**src/rtl/lianliankan_pkg.sv**
```systemverilog
// Shared definitions for the lianliankan front end: per-button channel state
// encoding and the default timing constants (100 MHz board clock).
package lianliankan_pkg;

   typedef enum logic [2:0] {
      ST_IDLE        = 3'd0,
      ST_PRESS_DB    = 3'd1,
      ST_HELD_DELAY  = 3'd2,
      ST_HELD_REPEAT = 3'd3,
      ST_RELEASE_DB  = 3'd4
   } chan_state_e;

   // 10 ms debounce, 400 ms to first repeat, 150 ms between repeats.
   localparam int DEF_DEBOUNCE_CYCLES = 1_000_000;
   localparam int DEF_REPEAT_DELAY    = 40_000_000;
   localparam int DEF_REPEAT_PERIOD   = 15_000_000;

endpackage

```
**src/rtl/btn_channel.sv**
```systemverilog
// One button channel: 2-flop synchronizer, debounce/auto-repeat FSM with a
// saturating counter, and a registered single-cycle pulse output.
module btn_channel
   import lianliankan_pkg::*;
#(
   parameter int DEBOUNCE_CYCLES = DEF_DEBOUNCE_CYCLES,
   parameter int REPEAT_DELAY    = DEF_REPEAT_DELAY,
   parameter int REPEAT_PERIOD   = DEF_REPEAT_PERIOD,
   parameter bit REPEAT_EN       = 1'b1
) (
   input  logic clk,
   input  logic rst_n,
   input  logic btn,
   output logic pulse
);

   localparam int MAX_A  = (DEBOUNCE_CYCLES > REPEAT_DELAY) ? DEBOUNCE_CYCLES : REPEAT_DELAY;
   localparam int MAX_P  = (MAX_A > REPEAT_PERIOD) ? MAX_A : REPEAT_PERIOD;
   localparam int CW     = $clog2(MAX_P);

   localparam logic [CW-1:0] CNT_MAX  = '1;
   localparam logic [CW-1:0] DB_LAST  = CW'(DEBOUNCE_CYCLES - 1);
   localparam logic [CW-1:0] DLY_LAST = CW'(REPEAT_DELAY - 1);
   localparam logic [CW-1:0] PER_LAST = CW'(REPEAT_PERIOD - 1);

   logic [1:0]    sync_q, sync_d;
   chan_state_e   state_q, state_d;
   chan_state_e   ret_q, ret_d;
   logic [CW-1:0] cnt_q, cnt_d;
   logic [CW-1:0] cnt_inc;
   logic          fire_q, fire_d;
   logic          pulse_q, pulse_d;
   logic          s;

   assign s     = sync_q[1];
   assign pulse = pulse_q;

   // Synchronizer shift and pulse pipeline: a fire decision shows up on the
   // output one cycle after the FSM takes it.
   always_comb begin
      sync_d  = {sync_q[0], btn};
      pulse_d = fire_q;
      cnt_inc = (cnt_q == CNT_MAX) ? cnt_q : cnt_q + 1'b1;
   end

   // Channel FSM: debounce press/release, time the initial and repeat pulses.
   always_comb begin
      state_d = state_q;
      ret_d   = ret_q;
      cnt_d   = cnt_q;
      fire_d  = 1'b0;
      case (state_q)
         ST_IDLE: begin
            if (s) begin
               state_d = ST_PRESS_DB;
               cnt_d   = CW'(1);
            end
         end
         ST_PRESS_DB: begin
            if (!s) begin
               state_d = ST_IDLE;
               cnt_d   = '0;
            end else if (cnt_q == DB_LAST) begin
               state_d = ST_HELD_DELAY;
               cnt_d   = '0;
               fire_d  = 1'b1;
            end else begin
               cnt_d = cnt_inc;
            end
         end
         ST_HELD_DELAY: begin
            // Release takes priority over a repeat falling on the same cycle.
            if (!s) begin
               state_d = ST_RELEASE_DB;
               ret_d   = ST_HELD_DELAY;
               cnt_d   = CW'(1);
            end else if (REPEAT_EN && (cnt_q == DLY_LAST)) begin
               state_d = ST_HELD_REPEAT;
               cnt_d   = '0;
               fire_d  = 1'b1;
            end else begin
               cnt_d = cnt_inc;   // select channel parks here, saturated
            end
         end
         ST_HELD_REPEAT: begin
            if (!s) begin
               state_d = ST_RELEASE_DB;
               ret_d   = ST_HELD_REPEAT;
               cnt_d   = CW'(1);
            end else if (cnt_q == PER_LAST) begin
               cnt_d  = '0;
               fire_d = 1'b1;
            end else begin
               cnt_d = cnt_inc;
            end
         end
         ST_RELEASE_DB: begin
            // A glitch back to 1 resumes the held phase with a fresh timer.
            if (s) begin
               state_d = ret_q;
               cnt_d   = '0;
            end else if (cnt_q == DB_LAST) begin
               state_d = ST_IDLE;
               cnt_d   = '0;
            end else begin
               cnt_d = cnt_inc;
            end
         end
         default: begin
            state_d = ST_IDLE;
            cnt_d   = '0;
         end
      endcase
   end

   // State, counter, synchronizer and pulse registers.
   always_ff @(posedge clk or negedge rst_n) begin
      if (!rst_n) begin
         sync_q  <= '0;
         state_q <= ST_IDLE;
         ret_q   <= ST_IDLE;
         cnt_q   <= '0;
         fire_q  <= 1'b0;
         pulse_q <= 1'b0;
      end else begin
         sync_q  <= sync_d;
         state_q <= state_d;
         ret_q   <= ret_d;
         cnt_q   <= cnt_d;
         fire_q  <= fire_d;
         pulse_q <= pulse_d;
      end
   end

endmodule

```
**src/rtl/button_pulser.sv**
```systemverilog
// Five independent button channels feeding the grid cursor (directions,
// auto-repeating) and the tile-pick logic (select, single shot).
module button_pulser
   import lianliankan_pkg::*;
#(
   parameter int DEBOUNCE_CYCLES = DEF_DEBOUNCE_CYCLES,
   parameter int REPEAT_DELAY    = DEF_REPEAT_DELAY,
   parameter int REPEAT_PERIOD   = DEF_REPEAT_PERIOD
) (
   input  logic clk,
   input  logic rst_n,
   input  logic btn_up,
   input  logic btn_down,
   input  logic btn_left,
   input  logic btn_right,
   input  logic btn_sel,
   output logic up,
   output logic down,
   output logic left,
   output logic right,
   output logic sel
);

   btn_channel #(
      .DEBOUNCE_CYCLES(DEBOUNCE_CYCLES), .REPEAT_DELAY(REPEAT_DELAY),
      .REPEAT_PERIOD(REPEAT_PERIOD), .REPEAT_EN(1'b1)
   ) u_up (.clk(clk), .rst_n(rst_n), .btn(btn_up), .pulse(up));

   btn_channel #(
      .DEBOUNCE_CYCLES(DEBOUNCE_CYCLES), .REPEAT_DELAY(REPEAT_DELAY),
      .REPEAT_PERIOD(REPEAT_PERIOD), .REPEAT_EN(1'b1)
   ) u_down (.clk(clk), .rst_n(rst_n), .btn(btn_down), .pulse(down));

   btn_channel #(
      .DEBOUNCE_CYCLES(DEBOUNCE_CYCLES), .REPEAT_DELAY(REPEAT_DELAY),
      .REPEAT_PERIOD(REPEAT_PERIOD), .REPEAT_EN(1'b1)
   ) u_left (.clk(clk), .rst_n(rst_n), .btn(btn_left), .pulse(left));

   btn_channel #(
      .DEBOUNCE_CYCLES(DEBOUNCE_CYCLES), .REPEAT_DELAY(REPEAT_DELAY),
      .REPEAT_PERIOD(REPEAT_PERIOD), .REPEAT_EN(1'b1)
   ) u_right (.clk(clk), .rst_n(rst_n), .btn(btn_right), .pulse(right));

   // Select never auto-repeats: one pick per press.
   btn_channel #(
      .DEBOUNCE_CYCLES(DEBOUNCE_CYCLES), .REPEAT_DELAY(REPEAT_DELAY),
      .REPEAT_PERIOD(REPEAT_PERIOD), .REPEAT_EN(1'b0)
   ) u_sel (.clk(clk), .rst_n(rst_n), .btn(btn_sel), .pulse(sel));

endmodule

```
**config.mk**
```make
export PLATFORM = sky130hd
export DESIGN_NAME = button_pulser
export DESIGN_NICKNAME = d
export VERILOG_FILES = /design/src/rtl/lianliankan_pkg.sv /design/src/rtl/btn_channel.sv /design/src/rtl/button_pulser.sv
export SDC_FILE = /design/constraint.sdc
export NUM_CORES = 1
export LEC_CHECK = 0
export ABC_CLOCK_PERIOD_IN_PS = 6180
export BUFFER_PORTS_ARGS = -buffer_cell sky130_fd_sc_hd__buf_2
export CAP_MARGIN = 20
export CORE_MARGIN = 10
export CORE_UTILIZATION = 55
export CTS_BUF_LIST = sky130_fd_sc_hd__clkbuf_8
export CTS_CLUSTER_DIAMETER = 50
export DETAILED_ROUTE_END_ITERATION = 16
export GPL_ROUTABILITY_DRIVEN = 0
export HOLD_SLACK_MARGIN = 0.02
export MAX_ROUTING_LAYER = met4
export PLACE_DENSITY = 0.71
export SETUP_SLACK_MARGIN = 0.1
export SYNTH_ARGS = -nofsm -noshare
export SYNTH_HDL_FRONTEND = slang
export SYNTH_SLANG_ARGS = --single-unit
```
**constraint.sdc**
```tcl
create_clock -name clk -period 6.18 [get_ports clk]
set_input_delay 1.236 -clock clk [delete_from_list [all_inputs] [get_ports clk]]
set_output_delay 1.236 -clock clk [all_outputs]
set_load 0.1 [all_outputs]
```
==> impl_metrics.tcl <==
set metrics [dict create \
    outcome "finished, final reports clean" \
    postSynthAreaPerCell_um2 8.32 \
    critPathMaxFanout 30 \
    num-fill-cells 1809 \
    whs_ns 0.355 \
    pwr-share-seq_pct 50.7 \
    synth_async_sr_flop_share_pct 100 \
    ant_nets 0 \
    routed_via_density 6.53 \
    num_io_pins 12 \
    routedWlPerCell_um 16.9 \
    drt_iter0_drc 767 \
    synth-seq-cells 175 \
    multiInputGateArea_um2 5900 \
    yosysTopAreaCell "dfrtp_1" \
    max-cap-violations 0 \
    peakVddDrop_v 0.000181 \
    grt.overflow.total 0 \
    end_kind "register" \
    synth_top_cells_by_area "dfrtp_1 (41%), nand2_1 (4.7%), nand3_1 (4.3%), o21ai_0 (3.3%), a21oi_1 (3.3%)" \
    synthTopCellsByCount "dfrtp_1 (175), nand2_1 (133), nand3_1 (93)" \
    period_share_pct 51.6 \
    antenna_found_initial 0 \
    yosysUniqueCellTypes 83 \
    die_area_um2 25500 \
    hold_viol_final 0 \
    pwr-share-comb_pct 18.5 \
    synthCells 1290 \
    layout.nets 1266 \
    netlist.area_leader.share_pct 40.8 \
    htree_levels 4 \
    ff_latch_area_um2 4380 \
    grt-busiest-layer "met2" \
    grt_use_total_pct 21.1 \
    antennaDiodeCount 0 \
    dr_total_vias 10000 \
    ys_seq_area_share_pct 40.8 \
    drv_slew 0 \
    grt_pass1_wl_um 45400 \
    clock.fmax_mhz 314 \
    critPathRequiredTime_ns 6.54 \
    p_int_mw 1.66 \
    hpwlAfterDp_um 17400 \
    wl_um 25900 \
    start_util_pct 55.5 \
    tightest_slew_ns 1.08 \
    yosys_warnings 0 \
    crit_type "reg2reg" \
    slew_headroom_pct 27.5 \
    die_h_um 160 \
    totalPowerFinal_mw 2.51 \
    syn_area_um2 10700 \
    grt_use_met3_pct 4.04 \
    clkPwrFrac_pct 30.8 \
    period_needed_ns 3.19 \
    rsz0062_at_grt "no" \
    cp-start-kind "register" \
    use_met2_pct 33.1 \
    dp_slack_ns 3.02 \
    setup_tns_ns 0 \
    min_path_type "reg2reg" \
    worst_slack_ns 2.99 \
    first_pass_iters 7 \
    clock-root-buffer "clkbuf_8" \
    drc 0 \
    synth_ff_type "dfrtp_1" \
    cts-resized-gates 0 \
    switching_share_pct 33.8 \
    hold_buffers 0 \
    post-cts-setup-buffers 0 \
    yosysMostFrequentCell "dfrtp_1" \
    cts_tree "done" \
    num_rows 51 \
    synthToLayoutAreaGrowth_pct 5.41 \
    setup_violations 0 \
    use_met1_pct 27.3 \
    core_um2 19300 \
    die_x_um 160 \
    clk_pin_slew_ns 0.10 \
    grt_max_degree 75 \
    synth-edff-count 0 \
    crit_arrival_ns 3.55 \
    clk_latency_ns 0.48 \
    synth_nets 1302 \
    cts_max_path_buffers 2 \
    p_leak_nw 4.35 \
    powerDensity_nw_per_um2 222 \
    grt_pass1_vias 9474 \
    cts.sinks 175 \
    switching_power_mw 0.848 \
    fin_skew_ns 0.0145 \
    io_buffers 11 \
    cts_made_buffers 17 \
    drive_above_1_share_pct 6.71 \
]
placed cells by master, fill, tap and decap left out, types with 19 or more instances in the layout:
master    instances
dfrtp_1         175
nand2_1         133
nand3_1          93
nor2_1           92
o21ai_0          71
a21oi_1          70
a31oi_1          55
nor3_1           54
nand4_1          45
inv_1            43
nor4_1           36
and3_1           26
o22ai_1          20
clkbuf_8         19
power groups by stage:
| stage | clock (mW) | combinational (mW) | sequential (mW) |
|---|---|---|---|
| floorplan | 0 | 0.365 | 1.27 |
| global placement | 0 | 0.455 | 1.29 |
| detailed placement | 0 | 0.466 | 1.29 |
| CTS | 0.800 | 0.469 | 1.27 |
| global route | 0.847 | 0.534 | 1.29 |
| finish | 0.771 | 0.465 | 1.27 |
critical path: stages, from the launching register on:
cell and delay [ns]:
dfrtp_1 0.46, or4b_4 0.56, or4_4 0.50, o41ai_2 0.37, o211ai_2 0.37, buf_4 0.36
and3_1 0.19, a221o_1 0.25
per-layer routing:
| metal | share of wire [%] | vias up |
|---|---|---|
| li1 | - | 4831 |
| met1 | 46 | 4815 |
| met2 | 47 | 322 |
| met3 | 5.7 | 33 |
| met4 | 1.2 | 0 |
| met5 | 0 | - |
final timing paths:
kind | startpoint | end | slack, ns | cells past startpoint
min | u_sel.sync_q[0] | u_sel.sync_q[1] | 0.35 | 0
max in group asynchronous | rst_n | u_down.cnt_q[20] | 4.23 | 2
min reg2reg | u_sel.sync_q[0] | u_sel.sync_q[1] | 0.35 | 0
min in group asynchronous | rst_n | u_right.cnt_q[19] | 0.77 | 1
max reg2reg | u_down.cnt_q[13] | u_down.cnt_q[25] | 2.99 | 7
max | u_down.cnt_q[13] | u_down.cnt_q[25] | 2.99 | 7
registers in the layout (all words and copies together) (netlist names), 2 cells and up:
name / flops
u_down.cnt_q: 26
u_left.cnt_q: 26
u_right.cnt_q: 26
u_sel.cnt_q: 26
u_up.cnt_q: 26
u_down.state_q: 3
u_left.state_q: 3
u_right.state_q: 3
u_sel.state_q: 3
u_up.state_q: 3
u_down.ret_q: 2
u_down.sync_q: 2
u_left.ret_q: 2
u_left.sync_q: 2
u_right.ret_q: 2
u_right.sync_q: 2
u_sel.ret_q: 2
u_sel.sync_q: 2
u_up.ret_q: 2
u_up.sync_q: 2
through the flow:
| stage | instances | area [um^2] | utilization, % |
|---|---|---|---|
| 2_1_floorplan | 1290 | 10700 | - |
| 5_1_grt | 1532 | 11300 | 58.5 |
| 4_1_cts | 1532 | 11300 | 58.5 |
| 3_3_place_gp | 1500 | 10900 | 56.6 |
| 3_5_place_dp | 1500 | 10900 | 56.6 |
| 6_report | 1532 | 11300 | 58.5 |
logic make-up (layout without fill, tap and decap cells):
group | after synthesis | after routing | share of synthesized area (%)
AND/OR/NAND/NOR | 607 | 607 | 30.2
adder cells (fa/ha/maj) | 5 | 5 | 0.583
multiplexers | 9 | 9 | 0.863
buffers and inverters | 122 | 99 | 4.48
AO/OA/AOI/OAI | 355 | 355 | 21.6
XOR/XNOR | 17 | 17 | 1.39
flip-flops | 175 | 175 | 40.8
layout make-up:
cell class              count  area share, %
multi-input cells         993           52.2
flip-flops and latches    175           38.7
well taps                 265           2.93
clock buffers              18           2.19
repair buffers             25           1.49
inverters                  42           1.39
clock inverters            14           1.08
Power figures use the tool's default switching activity.
